--- src/rtl/kernel_seq_pkg.sv ---
// rtl/kernel_seq_pkg.sv - shared types and constants for the kernel run sequencer
package kernel_seq_pkg;

    localparam int KSEQ_INF_W = 4;

    typedef enum logic [1:0] {
        KSEQ_IDLE  = 2'd0,
        KSEQ_RUN   = 2'd1,
        KSEQ_DRAIN = 2'd2,
        KSEQ_FAULT = 2'd3
    } kseq_state_e;

endpackage

--- src/rtl/kernel_run_sequencer_if.sv ---
// rtl/kernel_run_sequencer_if.sv - ap_ctrl_hs block-level handshake between sequencer and kernel
interface kernel_run_sequencer_if;

    logic ap_start;
    logic ap_ready;
    logic ap_done;
    logic ap_idle;

    modport master (
        output ap_start,
        input  ap_ready,
        input  ap_done,
        input  ap_idle
    );

    modport slave (
        input  ap_start,
        output ap_ready,
        output ap_done,
        output ap_idle
    );

endinterface

--- src/rtl/kernel_seq_ts_fifo.sv ---
// rtl/kernel_seq_ts_fifo.sv - start-timestamp FIFO, one entry per run in flight
module kernel_seq_ts_fifo
    import kernel_seq_pkg::*;
#(
    parameter int DEPTH = 2,
    parameter int W     = 24
) (
    input  logic                  clock,
    input  logic                  reset,
    input  logic                  push,
    input  logic                  pop,
    input  logic [W-1:0]          din,
    output logic [W-1:0]          dout,
    output logic [KSEQ_INF_W-1:0] count
);

    localparam int PW = (DEPTH > 1) ? $clog2(DEPTH) : 1;

    logic [W-1:0]          mem [DEPTH];
    logic [PW-1:0]         rd_ptr;
    logic [PW-1:0]         wr_ptr;
    logic [KSEQ_INF_W-1:0] cnt;
    logic                  do_pop;
    logic                  do_push;

    function automatic logic [PW-1:0] ptr_inc(input logic [PW-1:0] p);
        return (p == PW'(DEPTH - 1)) ? '0 : p + PW'(1);
    endfunction

    // A pop in the same cycle frees a slot, so a full FIFO can still take the push.
    always_comb begin
        do_pop  = pop && (cnt != '0);
        do_push = push && ((cnt != KSEQ_INF_W'(DEPTH)) || do_pop);
    end

    always_ff @(posedge clock) begin
        if (!reset) begin
            rd_ptr <= '0;
            wr_ptr <= '0;
            cnt    <= '0;
        end else begin
            if (do_pop)
                rd_ptr <= ptr_inc(rd_ptr);
            if (do_push)
                wr_ptr <= ptr_inc(wr_ptr);
            if (do_push && !do_pop)
                cnt <= cnt + KSEQ_INF_W'(1);
            else if (do_pop && !do_push)
                cnt <= cnt - KSEQ_INF_W'(1);
        end
    end

    always_ff @(posedge clock) begin
        if (do_push)
            mem[wr_ptr] <= din;
    end

    assign dout  = mem[rd_ptr];
    assign count = cnt;

endmodule

--- src/rtl/kernel_run_sequencer.sv ---
// rtl/kernel_run_sequencer.sv - issues N ap_ctrl_hs kernel runs per command; optional KERNEL_SEQ_LAT_STATS_EN latency stats
module kernel_run_sequencer
    import kernel_seq_pkg::*;
#(
    parameter int CNT_W          = 16,
    parameter int MAX_INFLIGHT   = 2,
    parameter int LAT_W          = 24,
    parameter int TIMEOUT_CYCLES = 1000000
) (
    input  logic                  clock,
    input  logic                  reset,
    input  logic                  cmd_valid,
    output logic                  cmd_ready,
    input  logic [CNT_W-1:0]      cmd_runs,
    input  logic                  abort,
    kernel_run_sequencer_if.master ap,
    output logic                  seq_busy,
    output logic                  seq_done,
    output logic                  seq_error,
    output logic [CNT_W-1:0]      runs_issued,
    output logic [CNT_W-1:0]      runs_done,
    output logic [KSEQ_INF_W-1:0] inflight,
    output logic [LAT_W-1:0]      last_lat,
    output logic [LAT_W-1:0]      max_lat
);

    localparam logic [KSEQ_INF_W-1:0] INF_MAX = KSEQ_INF_W'(MAX_INFLIGHT);
    localparam logic [LAT_W-1:0]      TO_LAST = LAT_W'(TIMEOUT_CYCLES - 1);

    kseq_state_e           state, state_nxt;
    logic [CNT_W-1:0]      target;
    logic [CNT_W-1:0]      issued_q, issued_nxt;
    logic [CNT_W-1:0]      done_q, done_nxt;
    logic [KSEQ_INF_W-1:0] inflight_q, inflight_nxt;
    logic [LAT_W-1:0]      to_cnt;
    logic                  start_q, start_nxt;
    logic                  seq_done_q, seq_done_nxt;
    logic                  abort_q;
    logic                  hs, dn, spurious, to_expire;
    logic                  abort_eff, go_drain, finish, accept, live;

    always_comb begin
        hs        = start_q && ap.ap_ready;
        dn        = ap.ap_done;
        live      = (state == KSEQ_RUN) || (state == KSEQ_DRAIN);
        spurious  = dn && (inflight_q == '0) && !hs;
        to_expire = (inflight_q != '0) && !dn && (to_cnt == TO_LAST);
        accept    = (state == KSEQ_IDLE) && cmd_valid && !spurious;
        abort_eff = abort || abort_q;

        issued_nxt = (hs && issued_q != '1) ? issued_q + CNT_W'(1) : issued_q;
        done_nxt   = (dn && !spurious && done_q != '1) ? done_q + CNT_W'(1) : done_q;

        inflight_nxt = inflight_q;
        if (hs && !dn && inflight_q < INF_MAX)
            inflight_nxt = inflight_q + KSEQ_INF_W'(1);
        else if (!hs && dn && inflight_q != '0)
            inflight_nxt = inflight_q - KSEQ_INF_W'(1);

        // A start already on the bus must complete its handshake before draining.
        go_drain = (issued_nxt == target) || (abort_eff && (!start_q || hs));
        finish   = (((state == KSEQ_DRAIN) && !seq_done_q) || ((state == KSEQ_RUN) && go_drain))
                   && (inflight_nxt == '0) && ap.ap_idle;
    end

    always_ff @(posedge clock) begin
        if (!reset)
            state <= KSEQ_IDLE;
        else
            state <= state_nxt;
    end

    always_comb begin
        state_nxt = state;
        if (state != KSEQ_FAULT && (spurious || to_expire)) begin
            state_nxt = KSEQ_FAULT;
        end else begin
            case (state)
                KSEQ_IDLE:  if (cmd_valid) state_nxt = (cmd_runs == '0) ? KSEQ_DRAIN : KSEQ_RUN;
                KSEQ_RUN:   if (go_drain)  state_nxt = KSEQ_DRAIN;
                KSEQ_DRAIN: if (seq_done_q) state_nxt = KSEQ_IDLE;
                default:    state_nxt = KSEQ_FAULT;
            endcase
        end
    end

    // Next values for the registered outputs; next-cycle counts allow back-to-back starts.
    always_comb begin
        start_nxt    = 1'b0;
        seq_done_nxt = 1'b0;
        case (state)
            KSEQ_IDLE: start_nxt = cmd_valid && (cmd_runs != '0) && !abort;
            KSEQ_RUN: begin
                start_nxt    = (start_q && !ap.ap_ready)
                               || (!abort_eff && (issued_nxt < target) && (inflight_nxt < INF_MAX));
                seq_done_nxt = finish;
            end
            KSEQ_DRAIN: seq_done_nxt = finish;
            default: ;
        endcase
        if (state_nxt == KSEQ_FAULT) begin
            start_nxt    = 1'b0;
            seq_done_nxt = 1'b0;
        end
    end

    always_ff @(posedge clock) begin
        if (!reset) begin
            start_q    <= 1'b0;
            seq_done_q <= 1'b0;
            target     <= '0;
            issued_q   <= '0;
            done_q     <= '0;
            inflight_q <= '0;
            abort_q    <= 1'b0;
            to_cnt     <= '0;
        end else begin
            start_q    <= start_nxt;
            seq_done_q <= seq_done_nxt;
            if (accept) begin
                target     <= cmd_runs;
                issued_q   <= '0;
                done_q     <= '0;
                inflight_q <= '0;
                abort_q    <= 1'b0;
                to_cnt     <= '0;
            end else if (live && state_nxt != KSEQ_FAULT) begin
                issued_q   <= issued_nxt;
                done_q     <= done_nxt;
                inflight_q <= inflight_nxt;
                abort_q    <= abort_q || (abort && state == KSEQ_RUN);
                to_cnt     <= (dn || inflight_q == '0) ? '0 : to_cnt + LAT_W'(1);
            end
        end
    end

    assign ap.ap_start = start_q;
    assign cmd_ready   = (state == KSEQ_IDLE);
    assign seq_busy    = (state != KSEQ_IDLE);
    assign seq_error   = (state == KSEQ_FAULT);
    assign seq_done    = seq_done_q;
    assign runs_issued = issued_q;
    assign runs_done   = done_q;
    assign inflight    = inflight_q;

`ifdef KERNEL_SEQ_LAT_STATS_EN
    logic [LAT_W-1:0]      now_q, pend_stamp, head, last_q, max_q, lat;
    logic [KSEQ_INF_W-1:0] fcount;
    logic                  valid_done, bypass, fifo_push, fifo_pop;

    // A non-pipelined kernel raises ready and done together with nothing queued, so the
    // stamp of the current start is used directly instead of round-tripping the FIFO.
    always_comb begin
        valid_done = dn && live && !spurious;
        bypass     = valid_done && hs && (fcount == '0);
        fifo_pop   = valid_done && !bypass;
        fifo_push  = hs && !bypass;
        lat        = now_q - (bypass ? pend_stamp : head);
    end

    always_ff @(posedge clock) begin
        if (!reset) begin
            now_q      <= '0;
            pend_stamp <= '0;
            last_q     <= '0;
            max_q      <= '0;
        end else begin
            now_q <= now_q + LAT_W'(1);
            if (start_nxt && (!start_q || hs))
                pend_stamp <= now_q + LAT_W'(1);
            if (valid_done)
                last_q <= lat;
            if (accept)
                max_q <= '0;
            else if (valid_done && lat > max_q)
                max_q <= lat;
        end
    end

    kernel_seq_ts_fifo #(
        .DEPTH (MAX_INFLIGHT),
        .W     (LAT_W)
    ) u_ts_fifo (
        .clock (clock),
        .reset (reset),
        .push  (fifo_push),
        .pop   (fifo_pop),
        .din   (pend_stamp),
        .dout  (head),
        .count (fcount)
    );

    assign last_lat = last_q;
    assign max_lat  = max_q;
`else
    assign last_lat = '0;
    assign max_lat  = '0;
`endif

endmodule

--- src/flat_wrapper.sv ---
// flat-port wrapper written by rule: the top's interface ports become plain ports
module kernel_run_sequencer_flat import kernel_seq_pkg::*;
#(
    parameter int CNT_W          = 16,
    parameter int MAX_INFLIGHT   = 2,
    parameter int LAT_W          = 24,
    parameter int TIMEOUT_CYCLES = 1000000
)
  (clock, reset, cmd_valid, cmd_ready, cmd_runs, abort, seq_busy, seq_done, seq_error, runs_issued, runs_done, inflight, last_lat, max_lat, ap_ap_start, ap_ap_ready, ap_ap_done, ap_ap_idle);
  kernel_run_sequencer_if ap_i ();
  input  logic clock;
  input  logic reset;
  input  logic cmd_valid;
  output logic cmd_ready;
  input  logic [CNT_W-1:0] cmd_runs;
  input  logic abort;
  output logic seq_busy;
  output logic seq_done;
  output logic seq_error;
  output logic [CNT_W-1:0] runs_issued;
  output logic [CNT_W-1:0] runs_done;
  output logic [KSEQ_INF_W-1:0] inflight;
  output logic [LAT_W-1:0] last_lat;
  output logic [LAT_W-1:0] max_lat;
  output wire logic [$bits(ap_i.ap_start)-1:0] ap_ap_start;
  input wire logic [$bits(ap_i.ap_ready)-1:0] ap_ap_ready;
  input wire logic [$bits(ap_i.ap_done)-1:0] ap_ap_done;
  input wire logic [$bits(ap_i.ap_idle)-1:0] ap_ap_idle;
  assign ap_ap_start = ap_i.ap_start;
  assign ap_i.ap_ready = ap_ap_ready;
  assign ap_i.ap_done = ap_ap_done;
  assign ap_i.ap_idle = ap_ap_idle;
  kernel_run_sequencer #(.CNT_W(CNT_W), .MAX_INFLIGHT(MAX_INFLIGHT), .LAT_W(LAT_W), .TIMEOUT_CYCLES(TIMEOUT_CYCLES)) u_core (.clock(clock), .reset(reset), .cmd_valid(cmd_valid), .cmd_ready(cmd_ready), .cmd_runs(cmd_runs), .abort(abort), .ap(ap_i), .seq_busy(seq_busy), .seq_done(seq_done), .seq_error(seq_error), .runs_issued(runs_issued), .runs_done(runs_done), .inflight(inflight), .last_lat(last_lat), .max_lat(max_lat));
endmodule
--- config.mk ---
export PLATFORM = sky130hd
export DESIGN_NAME = kernel_run_sequencer_flat
export DESIGN_NICKNAME = d
export VERILOG_FILES = /design/src/rtl/kernel_seq_pkg.sv /design/src/rtl/kernel_run_sequencer_if.sv /design/src/rtl/kernel_seq_ts_fifo.sv /design/src/rtl/kernel_run_sequencer.sv /design/src/flat_wrapper.sv
export SDC_FILE = /design/constraint.sdc
export NUM_CORES = 1
export LEC_CHECK = 0
export CAP_MARGIN = 0
export CORE_ASPECT_RATIO = 1.75
export CORE_UTILIZATION = 35
export DETAILED_ROUTE_END_ITERATION = 8
export GPL_TIMING_DRIVEN = 0
export PLACE_DENSITY = 0.6
export SKIP_CTS_REPAIR_TIMING = 1
export SYNTH_ARGS = -nofsm -noshare
export SYNTH_HDL_FRONTEND = slang
export SYNTH_SLANG_ARGS = --single-unit
--- constraint.sdc ---
create_clock -name clock -period 10 [get_ports clock]
set_clock_uncertainty 0.15 [all_clocks]
set_input_delay 1.5 -clock clock [delete_from_list [all_inputs] [get_ports clock]]
set_output_delay 1.5 -clock clock [all_outputs]
set_load 0.03 [all_outputs]
==> metrics, run 1 <==
final setup TNS=0 ps; drt drc=0; Post-synth EDFFs=0; non-filler cells, final=943; endpoints failing hold=0; antenna viol nets, final=0; Reg clk slew, reported paths=60 ps; Final setup viols=0; Gate power share=0.437; Util after Layout=0.451; drt first-iter violations=225; Die ar.=15,300 µm²; FILL cells=1,444; via count=4,816; WS Path Type=in -> reg; Synth top area share=0.314; synth top area cells=dfxtp_1, buf_4, xnor2_1; Mapped Area=5160 µm²; PortBufs=63; Vias per Instance=5.11; LEAKAGE=2.46 nW; Die Ht=163 µm; Worst EP arrival=5920 ps; gr usage total=0.191; proportion of layout cells with a drive suffix above 1=0.127; CORE AREA=14,400 µm²; Slew HR=0.408; Area growth, synth to finish=25.6%; met2 WL=7.65 mm; Max Freq=0.170 GHz; Worst VDD drop=0.0889 mV; Synth top cells by count=dfxtp_1, nor2_1, buf_4; root buffer cell=clkbuf_16; Post-DP HPWL=11.1 mm; Critical Path RT=10,040 ps; Gate Count Post-Synth=637; GPL Wtd Cong=0.845; placed cells=927; unrepaired setup endpoints after global routing=false; Main synth FF type=dfxtp_1; Synth area leader=dfxtp_1; CTS tree=done; Hold Crit Class=reg -> reg; TritonRoute pass-1 iters=4; Rows=58; initial antenna violation count=0; sequential fraction of the synthesis area=0.314; Slew Viols, Final=0; nets=806; Net Switching=0.515 mW; Initial Util=0.359; fin crit period=5880 ps; share of synthesized registers carrying an async set or reset=0; Seq pwr share=0.299; count leader, synth=dfxtp_1; Power Dens Cells=193 nW/µm²; Worst Path Max Fanout=10; Cell variety after synth=69; largest net degree at the start of global routing=14; die width=93.8 µm; Warnings, synthesis=0; design internal power=0.734 mW; Switching Fraction=0.412; M1 WL=5.32 mm; Final period util=0.588; clock share of power=0.264; FF+latch area=1620 µm²; Max-Cap Viols=0; #FFs+latches synth=81; synthesized area per cell=8.11 µm²; Num CTS Buffers=9; max layer used=met4; clk sink count=81; Min-Delay Path Depth=1; CTS Buffer Depth=2; GRT overflow=0; Slew @ Worst Pin=881 ps; status=finished clean; area of the multi-input gates=3090 µm²; clk_lat worst skew=340 ps; first-pass GRT wire length=22.5 mm; Detailed Route WL=14.1 mm; per-cell routed wire length=15.0 µm; critical path endpoint category=flip-flop; met3 wire length=615 µm; H-tree levels=3; vias in the first global route=4,635; CP Launch Type=primary input; R2R depth=15; io pins=112; n_diodes=0
state kept, by name (all words and copies together) (netlist names):
register            count
u_core.abort_q          1
u_core.ap.ap_start      1
u_core.inflight         4
u_core.runs_done       16
u_core.runs_issued     16
u_core.seq_done         1
u_core.state            2
u_core.target          16
u_core.to_cnt          24
power groups by stage:
stage	clock network, mW	registers [mW]	logic (mW)
floorplan	0	0.390	0.375
global placement	0	0.378	0.535
detailed placement	0	0.380	0.545
CTS	0.334	0.373	0.547
global route	0.347	0.378	0.593
finish	0.329	0.373	0.546
metal layers:
layer  vias up  GRT usage
li1       2385          -
met1      2245      0.194
met2       161      0.364
met3        25     0.0247
met4         0      0.106
met5         -          0
critical path, stage by stage:
cell and delay [ps]:
clkdlybuf4s50_1 540, nand2_1 170, or4b_1 530, buf_2 160, or2_4 250, xnor2_1 180, ha_1 330, nand4_1 140
nor4_1 430, nor3_1 210, o32ai_4 250, nand3_1 390, buf_2 330, nor4b_1 490
path summary, 6_finish.rpt:
kind | start | end | slack, ps
setup / recovery | ap_ap_ready | u_core.seq_done$_SDFF_PP0_ | 4120
hold / removal | u_core.abort_q$_SDFFE_PP0P_ | u_core.abort_q$_SDFFE_PP0P_ | 320
setup reg to reg | u_core.runs_issued[0]$_SDFFE_PP0P_ | u_core.seq_done$_SDFF_PP0_ | 5150
hold reg to reg | u_core.abort_q$_SDFFE_PP0P_ | u_core.abort_q$_SDFFE_PP0P_ | 320
kinds of logic after synthesis:
family,after synthesis,synth area share
xor+xnor,44,0.0746
simple gates,271,0.287
mux,3,0.00606
compound gates,110,0.135
fa+ha+maj,25,0.0606
buf+inv,102,0.122
flops,81,0.314
other cells,1,0.000726
metrics by stage:
stage / total power, mW / hold slack, ps / worst slack (ps) / area, µm²
final: 1.25 / 323 / 4120 / 6480
after global routing: 1.32 / 346 / 3930 / 6480
after CTS: 1.25 / 325 / 4120 / 6480
after detailed placement: 0.925 / 312 / 3800 / 6200
after global placement: 0.913 / 302 / 3820 / 6200
after floorplan: 0.765 / 291 / 5290 / 5340
cell type report:
class / count / area share
multi-input combinational: 501 / 0.476
clock inverter: 5 / 0.00868
tap: 180 / 0.0347
clock buffer: 11 / 0.0359
timing repair buffer: 63 / 0.0972
buffer: 75 / 0.0816
sequential: 81 / 0.250
inverter: 27 / 0.0156
cell usage in the layout (no fill, tap or decap), types with 19 or more instances in the layout:
master	instances
nand2_1	39
conb_1	48
o21ai_0	25
dfxtp_1	81
nor2b_1	22
a21oi_1	48
inv_1	27
ha_1	25
nor3_1	19
nor2_1	69
clkdlybuf4s50_1	63
xnor2_1	37
buf_4	49
nand3_1	25
No activity file was read; power rests on OpenSTA's default activity.
==> inputs of run 2 (changes only) <==
Settings changed: PLACE_DENSITY 0.6 to 0.62.
Clock period 10 ns to 4.84 ns, I/O delays scaled along.
==> run 2 against run 1 <==
Utilization increased by 0.47 points; cell count rose by 0.21%; sequential power up 110%; highest routed layer unchanged; non-clock buffer count rose by 2; routed wire length decreased by 1.2%; worst setup slack worse by 4000 ps; via count decreased by 0.33%; sequential share of layout area shrank 0.26 points; sequential cell count is the same.
==> metrics, run 2 (synthesis results as in run 1) <==
status=finished clean; Slew HR=0.424; Slew @ Worst Pin=857 ps; Num CTS Buffers=9; slowest CP cell=clkdlybuf4s50_1; Initial Util=0.359; Worst EP arrival=4790 ps; sum of buffers and inverters on the critical path=3; largest net degree at the start of global routing=14; Final setup viols=0; area of the multi-input gates=3120 µm²; FF+latch area=1620 µm²; pre-CTS setup slack=-407 ps; Power Dens Cells=407 nW/µm²; Util after Layout=0.456; Worst Path Max Fanout=9; HP Start=u_core.abort_q$_SDFFE_PP0P_; LEAKAGE=2.49 nW; Max-Cap Viols=0; final setup TNS=0 ps; Die ar.=15,300 µm²; Area growth, synth to finish=26.9%; crit path cell chain=clkdlybuf4s50_1, nand2_1, or4b_1, buf_2, or2_4, xnor2_1, ha_1, nand4_1, nor4_4, o21a_1, o32a_1, buf_6, nor3_2, nand3b_1, a21oi_1; GRT overflow=0; CTS Buffer Depth=2; clk sink count=81; Final period util=0.966; max reg flops=24; CTS tree=done; drt drc=0; Vias per Instance=5.08; unrepaired setup endpoints after global routing=false; fin crit period=4680 ps; Worst VDD drop=0.202 mV; nets=808; H-tree levels=3; Rows=58; drt first-iter violations=181; TritonRoute pass-1 iters=4; vias in the first global route=4,754; most common cell after layout, fill and taps aside=dfxtp_1; Max Freq=0.214 GHz; Hold Crit Class=reg -> reg; initial antenna violation count=0; critical path endpoint category=flip-flop; endpoints failing hold=0; GPL Wtd Cong=0.895; antenna viol nets, final=0; first-pass GRT wire length=22.2 mm; setup ws final=162 ps; CORE AREA=14,400 µm²; root buffer cell=clkbuf_16; gr usage total=0.186; Critical Path RT=4950 ps; n_diodes=0; RR Startpoint=u_core.runs_issued[4]$_SDFFE_PP0P_; Detailed Route WL=13.9 mm; Post-DP HPWL=11.0 mm; CP Launch Type=primary input; Setup crit start=ap_ap_ready; per-cell routed wire length=14.7 µm; slowest stage delay, CP=540 ps; io pins=112; via count=4,800; die width=93.8 µm; clk_lat worst skew=340 ps; FILL cells=1,445; Top reg by flops=u_core.to_cnt; Slew Viols, Final=0; WS Path Type=in -> reg; Reg clk slew, reported paths=60 ps; PortBufs=63; Die Ht=163 µm; most frequent cells in the layout=dfxtp_1, nor2_1, clkdlybuf4s50_1; hold_ws=314 ps; crit-path leading delay family=simple AND/OR/NAND/NOR gates; proportion of layout cells with a drive suffix above 1=0.136
-- run 2: cell types whose count changed in the layout (fill, tap and decap cells not counted), sizes merged --
cell	before	now
clkbuf	29	28
buf	57	59
bufinv	1	2
-- run 2: per-stage QoR --
stage                     power, mW  cell area (µm²)  std cells
after floorplan                1.58             5340        684
after global placement         1.89             6200        927
after detailed placement       1.92             6200        927
after CTS                      2.66             6510        943
after global routing           2.82             6550        945
final                          2.67             6550        945
-- run 2: layout make-up --
| class | instances | share of cell area |
|---|---|---|
| multi-input combinational | 501 | 0.476 |
| sequential | 81 | 0.247 |
| timing repair buffer | 65 | 0.0985 |
| buffer | 75 | 0.0810 |
| clock buffer | 10 | 0.0349 |
| tap | 180 | 0.0344 |
| inverter | 27 | 0.0155 |
| clock inverter | 6 | 0.0126 |
-- run 2: worst paths after layout --
kind / end / slack [ps] / cells after the start
worst max-delay path: u_core.to_cnt[10]$_SDFFE_PP0P_ / 160 / 15
worst min-delay path: u_core.abort_q$_SDFFE_PP0P_ / 310 / 1
worst max register to register: u_core.to_cnt[10]$_SDFFE_PP0P_ / 330 / 15
worst min register to register: u_core.abort_q$_SDFFE_PP0P_ / 310 / 1
-- run 2: where the power goes --
group | switching (mW) | internal, mW | leakage (nW) | total [mW]
logic | 0.760 | 0.414 | 1.69 | 1.17
registers | 0.0504 | 0.719 | 0.655 | 0.769
clock network | 0.278 | 0.449 | 0.152 | 0.728
-- run 2: layer usage --
metal,vias to the layer above,track usage,wire length [µm]
met4,0,0.0986,550
met1,2236,0.180,5120
met3,33,0.0331,643
met2,137,0.361,7620
met5,-,0,0
li1,2394,-,-
==> inputs of run 3 (changes only) <==
Settings changed: DONT_BUFFER_PORTS set to 1, PLACE_DENSITY 0.62 to 0.52.
==> run 3 against run 2 <==
Die area did not move; sequential power rose by 5.7%; via count fell by 5.8%; register-to-register slack got worse by 60 ps; cell count fell by 6.9%; power fell by 6.4%; clock-buffer cell count did not move; critical path type is now reg -> reg.
==> metrics, run 3 (synthesis results as in run 1) <==
n_diodes=0; CORE AREA=14,400 µm²; drt drc=0; max reg flops=24; Worst EP arrival=4660 ps; drt first-iter violations=169; Util after Layout=0.408; clk_lat worst skew=340 ps; fin crit period=4570 ps; Die Ht=163 µm; Worst Path Max Fanout=10; unrepaired setup endpoints after global routing=false; most frequent cells in the layout=dfxtp_1, nor2_1, buf_4; io pins=112; nets=743; Detailed Route WL=14.0 mm; CTS tree=done; Top reg by flops=u_core.to_cnt; Slew HR=0.400; most common cell after layout, fill and taps aside=dfxtp_1; H-tree levels=3; Post-DP HPWL=11.0 mm; first-pass GRT wire length=21.8 mm; Num CTS Buffers=9; Final period util=0.945; TritonRoute pass-1 iters=4; GPL Wtd Cong=0.840; Vias per Instance=5.14; slowest stage delay, CP=490 ps; via count=4,523; Die ar.=15,300 µm²; Critical Path RT=4930 ps; Max Freq=0.219 GHz; GRT overflow=0; Hold Crit Class=reg -> reg; Power Dens Cells=426 nW/µm²; LEAKAGE=2.24 nW; status=finished clean; FILL cells=1,469; Final setup viols=0; clk sink count=81; initial antenna violation count=0; per-cell routed wire length=15.9 µm; root buffer cell=clkbuf_16; CP Launch Type=flip-flop; die width=93.8 µm; Slew @ Worst Pin=893 ps; endpoints failing hold=0; gr usage total=0.186; critical path endpoint category=flip-flop; r2r setup slk=270 ps; crit path cell chain=nand4_2, nor3_2, or4b_1, buf_2, or2_4, xnor2_1, ha_1, nand4_1, nor4_4, o21a_1, o32a_1, buf_6, nor2_2, buf_2, a21oi_1, a31o_2; Area growth, synth to finish=13.6%; Max-Cap Viols=0; proportion of layout cells with a drive suffix above 1=0.160; CTS Buffer Depth=2; Worst VDD drop=0.218 mV; Initial Util=0.359; Slew Viols, Final=0; PortBufs=0; final setup TNS=0 ps; Reg clk slew, reported paths=60 ps; WS Path Type=reg -> reg; CP dominant cell by count=buf_2; slowest CP cell=dfxtp_2; vias in the first global route=4,293; largest net degree at the start of global routing=14; Rows=58; antenna viol nets, final=0
==> run 3: cell count changes in the layout (fill, tap and decap cells not counted) <==
cell | before | now
clkdlybuf4s50_1 | 63 | 0
dfxtp_1 | 81 | 70
dfxtp_2 | 0 | 11
buf_4 | 51 | 49
bufinv_16 | 2 | 0
clkinv_2 | 3 | 4
clkinvlp_4 | 1 | 2
nor2_2 | 0 | 1
nor2_4 | 1 | 0
o21ai_1 | 1 | 2
o21ai_2 | 1 | 0
==> run 3: metrics by stage <==
| stage | setup slack, ps | cells | hold slack, ps | area, µm² | power [mW] |
|---|---|---|---|---|---|
| floorplan | 748 | 684 | 291 | 5340 | 1.58 |
| global placement | -245 | 864 | 304 | 5570 | 1.84 |
| detailed placement | -298 | 864 | 303 | 5570 | 1.86 |
| CTS | -320 | 880 | 318 | 5830 | 2.49 |
| global route | 41.2 | 880 | 334 | 5860 | 2.65 |
| finish | 266 | 880 | 316 | 5860 | 2.50 |
==> run 3: metal layers <==
layer  track usage  share of wire
met5             0              0
met4        0.0720          0.021
met3        0.0411          0.064
met2         0.366           0.56
met1         0.181           0.36
==> run 3: worst paths after layout <==
check                                             to  cells after the start                               start
setup / recovery  u_core.runs_issued[9]$_SDFFE_PP0P_                     16  u_core.runs_issued[5]$_SDFFE_PP0P_
setup reg to reg  u_core.runs_issued[9]$_SDFFE_PP0P_                     16  u_core.runs_issued[5]$_SDFFE_PP0P_
hold / removal           u_core.abort_q$_SDFFE_PP0P_                      1         u_core.abort_q$_SDFFE_PP0P_
hold reg to reg          u_core.abort_q$_SDFFE_PP0P_                      1         u_core.abort_q$_SDFFE_PP0P_
==> run 3: layout make-up <==
cell class | count | area [µm²] | share of cell area
sequential | 81 | 1640 | 0.279
tap | 180 | 225 | 0.0384
inverter | 27 | 101 | 0.0173
clock buffer | 10 | 229 | 0.0390
buffer | 75 | 531 | 0.0905
clock inverter | 6 | 35.0 | 0.00597
multi-input combinational | 501 | 3110 | 0.530
==> run 3: worst max-delay path: cells and delay by family, from the launching register on <==
| kind | cells | cell delay [ps] |
|---|---|---|
| simple gates | 7 | 1790 |
| xor+xnor | 1 | 130 |
| flops | 1 | 490 |
| compound gates | 4 | 950 |
| fa+ha+maj | 1 | 310 |
| buf+inv | 3 | 640 |
==> run 3: where the power goes <==
group / total [mW] / internal [mW] / switching, mW
registers: 0.813 / 0.719 / 0.0940
logic: 1.05 / 0.349 / 0.706
clock network: 0.630 / 0.344 / 0.286
